[config.mk]
export PLATFORM = sky130hd
export DESIGN_NAME = inv_cipher_round_ctrl
export DESIGN_NICKNAME = d
export VERILOG_FILES = /design/src/rtl/inv_cipher_round_ctrl.sv
export SDC_FILE = /design/constraint.sdc
export NUM_CORES = 1
export LEC_CHECK = 0
export ABC_AREA = 1
export BUFFER_PORTS_ARGS = -buffer_cell sky130_fd_sc_hd__buf_2
export CAP_MARGIN = 20
export CORE_AREA = 2 2 254 256
export CTS_CLUSTER_SIZE = 14
export DETAILED_ROUTE_END_ITERATION = 10
export DIE_AREA = 0 0 256 258
export GPL_ROUTABILITY_DRIVEN = 0
export GPL_TIMING_DRIVEN = 0
export PLACE_DENSITY = 0.45
export REMOVE_ABC_BUFFERS = 1
export SLEW_MARGIN = 20
export SYNTH_ARGS = -nofsm -noshare
export SYNTH_HDL_FRONTEND = slang
export SYNTH_SLANG_ARGS = --single-unit
[constraint.sdc]
create_clock -name clk -period 1.8 [get_ports clk]
set_input_delay 0.18 -clock clk [delete_from_list [all_inputs] [get_ports clk]]
set_output_delay 0.18 -clock clk [all_outputs]
set_load 0.02 [all_outputs]
[src/rtl/inv_cipher_round_ctrl.sv]
// inv_cipher_round_ctrl
// Iterative AES inverse-cipher sequencer (AES-128/192/256 selected by NR).
// Holds the 128-bit cipher state and steps an external inverse-round
// datapath once per clock, walking the round-key index from NR down to 0.
//
// Optional feature, macro INV_CIPHER_BYPASS_EN:
//   when defined, a new ciphertext block may be accepted in the same cycle
//   that the finished plaintext is taken, removing the idle bubble between
//   blocks (throughput NR+1 instead of NR+2 cycles per block).
module inv_cipher_round_ctrl #(
  parameter int NR  = 14,
  parameter int KIW = 4
) (
  input  logic           clk,
  input  logic           rst_n,
  input  logic           in_valid,
  output logic           in_ready,
  input  logic [127:0]   in_data,
  output logic [KIW-1:0] key_idx,
  input  logic [127:0]   round_key,
  output logic [127:0]   dp_state,
  output logic           dp_last,
  input  logic [127:0]   dp_result,
  output logic           out_valid,
  input  logic           out_ready,
  output logic [127:0]   out_data
);

  // Only the three AES key sizes are meaningful; anything else stops the build.
  generate
    if (!(NR == 10 || NR == 12 || NR == 14)) begin : g_bad_nr
      $error("inv_cipher_round_ctrl: NR must be 10, 12 or 14");
    end
    if (NR >= (1 << KIW)) begin : g_bad_kiw
      $error("inv_cipher_round_ctrl: KIW too narrow to index key NR");
    end
  endgenerate

  typedef enum logic [1:0] {
    IDLE = 2'd0,
    RUN  = 2'd1,
    DONE = 2'd2
  } fsm_t;

  localparam logic [KIW-1:0] KEY_TOP    = KIW'(NR);
  localparam logic [KIW-1:0] KEY_TOP_M1 = KIW'(NR - 1);

  fsm_t           fsm;
  fsm_t           fsm_nxt;
  logic [KIW-1:0] rnd;
  logic [KIW-1:0] rnd_nxt;
  logic [127:0]   blk;
  logic [127:0]   blk_nxt;

  // The cipher state feeds both the datapath and the plaintext output.
  assign dp_state = blk;
  assign out_data = blk;

  // State, round counter and cipher state register with synchronous reset.
  always_ff @(posedge clk) begin
    if (!rst_n) begin
      fsm <= IDLE;
      rnd <= '0;
      blk <= '0;
    end else begin
      fsm <= fsm_nxt;
      rnd <= rnd_nxt;
      blk <= blk_nxt;
    end
  end

  // Next-state, counter/register updates and handshake outputs.
  always_comb begin
    fsm_nxt   = fsm;
    rnd_nxt   = rnd;
    blk_nxt   = blk;
    in_ready  = 1'b0;
    out_valid = 1'b0;
    dp_last   = 1'b0;
    key_idx   = KEY_TOP;

    case (fsm)
      IDLE: begin
        in_ready = 1'b1;
        key_idx  = KEY_TOP;
        if (in_valid) begin
          blk_nxt = in_data ^ round_key;
          rnd_nxt = KEY_TOP_M1;
          fsm_nxt = RUN;
        end
      end

      RUN: begin
        key_idx = rnd;
        dp_last = (rnd == '0);
        blk_nxt = dp_result;
        if (rnd == '0) begin
          fsm_nxt = DONE;
        end else begin
          rnd_nxt = rnd - 1'b1;
        end
      end

      DONE: begin
        out_valid = 1'b1;
`ifdef INV_CIPHER_BYPASS_EN
        in_ready = out_ready;
        key_idx  = KEY_TOP;
        if (out_ready) begin
          if (in_valid) begin
            blk_nxt = in_data ^ round_key;
            rnd_nxt = KEY_TOP_M1;
            fsm_nxt = RUN;
          end else begin
            fsm_nxt = IDLE;
          end
        end
`else
        key_idx = '0;
        if (out_ready) begin
          fsm_nxt = IDLE;
        end
`endif
      end

      default: begin
        fsm_nxt = IDLE;
      end
    endcase
  end

endmodule

==> reports/qor.yml <==
whs_ns: 0.0636
hold_end: "dp_state[60]$_SDFFE_PN0P_"
power_frac_clock: 0.308
setup_violations: 0
min_path_cells: 4
vias_per_cell: 3.46
dr.pass1.iters: 4
rsz0062_at_grt: "yes"
max_freq_mhz: 588
reg2reg_from: "fsm[1]$_SDFFE_PN0P_"
required_ns: 1.62
first_global_vias: 9252
ys_warn_count: 0
netlist.top_cell.by_area: "dfxtp_1"
die_w_um: 256
drt_iter0_markers: 333
synth_common_cells: "nand2_1 (490), buf_4 (144), dfxtp_1 (134)"
synth_seq_cells: 134
netlist_area_um2: 8140
vias: 9491
dpl.hpwl_mm: 24.3
postRouteAntennaNets: 0
worstPathMaxFanout: 4
clk_pin_slew_ns: 0.06
critPathKind: "register to primary output"
async_reset_ff_frac: 0
timing.final.crit_share: 0.945
grt_pass1_wl_mm: 52.3
slew_violations: 0
die_y_um: 258
status: "complete, no violations"
synth_ff_type: "dfxtp_1"
finalPower_mw: 11.5
power_leakage_nw: 7.76
synth_edf_count: 0
wirelength_mm: 35.1
tightest_slew_ns: 0.442
min_path_type: "input port to register"
grt.overflow.total: 0
path_cells: "inv_4 -> nand2_8 -> clkinv_16 -> or2_4 -> o21ai_2 -> buf_6"
period_needed_ns: 1.70
cts_tree: "done"
path_buf_inv: 3
netlist-cell-type-count: 20
skew_ns: 0.00776
numCtsBuffers: 17
initial_core_util: 0.128
p_int_mw: 7.20
finalHoldViolations: 0
place_ws_ns: -0.295
drive_gt1_frac: 0.380
syn_avg_cell_area_um2: 6.78
end_kind: "primary output"
synth.top_cell.area_share: 0.330
synth.most_common_cell: "nand2_1"
slowest_stage: "dfxtp_2"
wl_per_cell_um: 12.8
startpoint_type: "register"
cp_top_family: "simple AND/OR/NAND/NOR gates"
coreArea_um2: 63600
drc: 0
netlist_instances: 1200
power.density_nw_per_um2: 821
p_sw_mw: 4.31
placement.io_buffers: 650
syn2layout_area_growth_pct: 72.1
dieArea_um2: 66000
cp.arrival_ns: 1.52
drv_cap: 0
clock_sinks: 134
track_usage: 0.105
netSwitchingFraction: 0.375
setup_ws_ns: 0.0994
r2r_cells: 9
grt_max_degree: 67
netlist_top_cells_area: "dfxtp_1 (33%), nand2_1 (23%), xor2_1 (14%)"
r2r_end: "dp_state[74]$_SDFFE_PN0P_"
fillers: 7132
hold_start: "in_data[60]"
relSlewSlack: 0.705
clockBufferDepth: 2
cpPeakStageDelay_ns: 0.36
seq_area_frac_synth: 0.330
pin_count: 651
clk_latency_ns: 0.46
ir_worst_vdd_v: 0.000624
fin_nets: 2265
root_buffer: "clkbuf_16"
antenna_found_initial: 4
rrSetupSlack_ns: 0.16
p_seq_frac: 0.318
rows: 93
htreeDepth: 4
power_frac_comb: 0.374
logic make-up after synthesis:
group / after synthesis / share of synthesized area
flip-flops: 134 / 0.330
AO/OA/AOI/OAI: 42 / 0.0309
XOR/XNOR: 128 / 0.138
adder cells (fa/ha/maj): 1 / 0.00154
buffers and inverters: 291 / 0.205
AND/OR/NAND/NOR: 604 / 0.296
stage by stage:
step           TNS [ns]   util  cells  cell area, um^2
6_report              0  0.220   2746            14000
5_1_grt         -0.0541  0.220   2746            14000
4_1_cts         -0.0724  0.219   2740            13900
3_5_place_dp      -7.13  0.180   2529            11500
3_3_place_gp    -861.27  0.176   2520            11200
2_1_floorplan   -385.54      -   1015             6870
power by group through the flow:
stage	Sequential [mW]	Combinational, mW	Clock, mW
2_1_floorplan	4.46	1.23	0
3_3_place_gp	3.71	3.71	0
3_5_place_dp	3.71	3.76	0
4_1_cts	3.66	4.30	3.80
5_1_grt	3.70	4.70	3.89
6_report	3.66	4.30	3.55
layer usage:
layer / vias up / track usage / share of wire
li1: 4867 / - / -
met1: 4136 / 0.113 / 0.39
met2: 431 / 0.183 / 0.50
met3: 55 / 0.0300 / 0.065
met4: 2 / 0.0619 / 0.044
met5: - / 0 / 0.00037
state kept, by name, summed over array words and instances (netlist names):
register  flops
dp_state    128
rnd           4
fsm           2
repair_timing:
| action | CTS | global route |
|---|---|---|
| endpoints found under the setup margin | 71 | 29 |
| hold endpoints to repair | 120 | 0 |
| gates resized for setup | 26 | 15 |
| hold buffers | 172 | 0 |
| pin swaps | 2 | 2 |
| setup buffers | 4 | 3 |
| gates cloned | 4 | 0 |
worst max-delay path by stage:
stage / end / startpoint / slack [ns] / depth (start not counted)
5_1_grt: dp_last / rnd[0]$_SDFFE_PN0P_ / -0.04 / 7
4_1_cts: dp_state[108]$_SDFFE_PN0P_ / fsm[0]$_SDFFE_PN0P_ / -0.02 / 6
3_5_place_dp: dp_state[91]$_SDFFE_PN0P_ / fsm[0]$_SDFFE_PN0P_ / -0.30 / 8
3_3_place_gp: dp_state[57]$_SDFFE_PN0P_ / fsm[0]$_SDFFE_PN0P_ / -6.79 / 5
2_1_floorplan: dp_state[100]$_SDFFE_PN0P_ / fsm[0]$_SDFFE_PN0P_ / -2.99 / 5
6_report: key_idx[3] / fsm[1]$_SDFFE_PN0P_ / 0.1 / 6
worst register-to-register path: stages, from the launching register on:
cell	delay (ns)
dfxtp_2	0.34
inv_4	0.09
nand2_8	0.09
clkinv_16	0.06
buf_6	0.21
buf_16	0.27
nand2_1	0.31
nand3_1	0.13
nand2_1	0.05
inv_1	0.05
layout by cell type, fill, tap and decap left out, drive strengths merged:
master,netlist,final
inv,106,108
xor2,128,128
a31oi,33,33
nand2,492,492
ha,1,1
diode,0,3
clkbuf,9,23
bufbuf,0,1
bufinv,0,2
buf,176,666
a21oi,5,5
nor2,9,9
dlygate4sd3,0,172
dfxtp,134,134
clkinvlp,0,1
or2,2,2
clkinv,0,6
nand3,101,101
o21ai,4,4
area by class of cell:
cell class / count / area, um^2 / area share
Clock inverter: 8 / 100 / 0.00714
Timing Repair Buffer: 839 / 5350 / 0.382
Multi-Input combinational cell: 775 / 3860 / 0.275
Clock buffer: 23 / 468 / 0.0334
Inverter: 106 / 443 / 0.0316
Sequential cell: 134 / 2690 / 0.192
Tap cell: 855 / 1070 / 0.0764
Antenna cell: 3 / 7.51 / 0.000536
Timing Repair inverter: 3 / 26.3 / 0.00188
(Power assumes the default switching activity.)
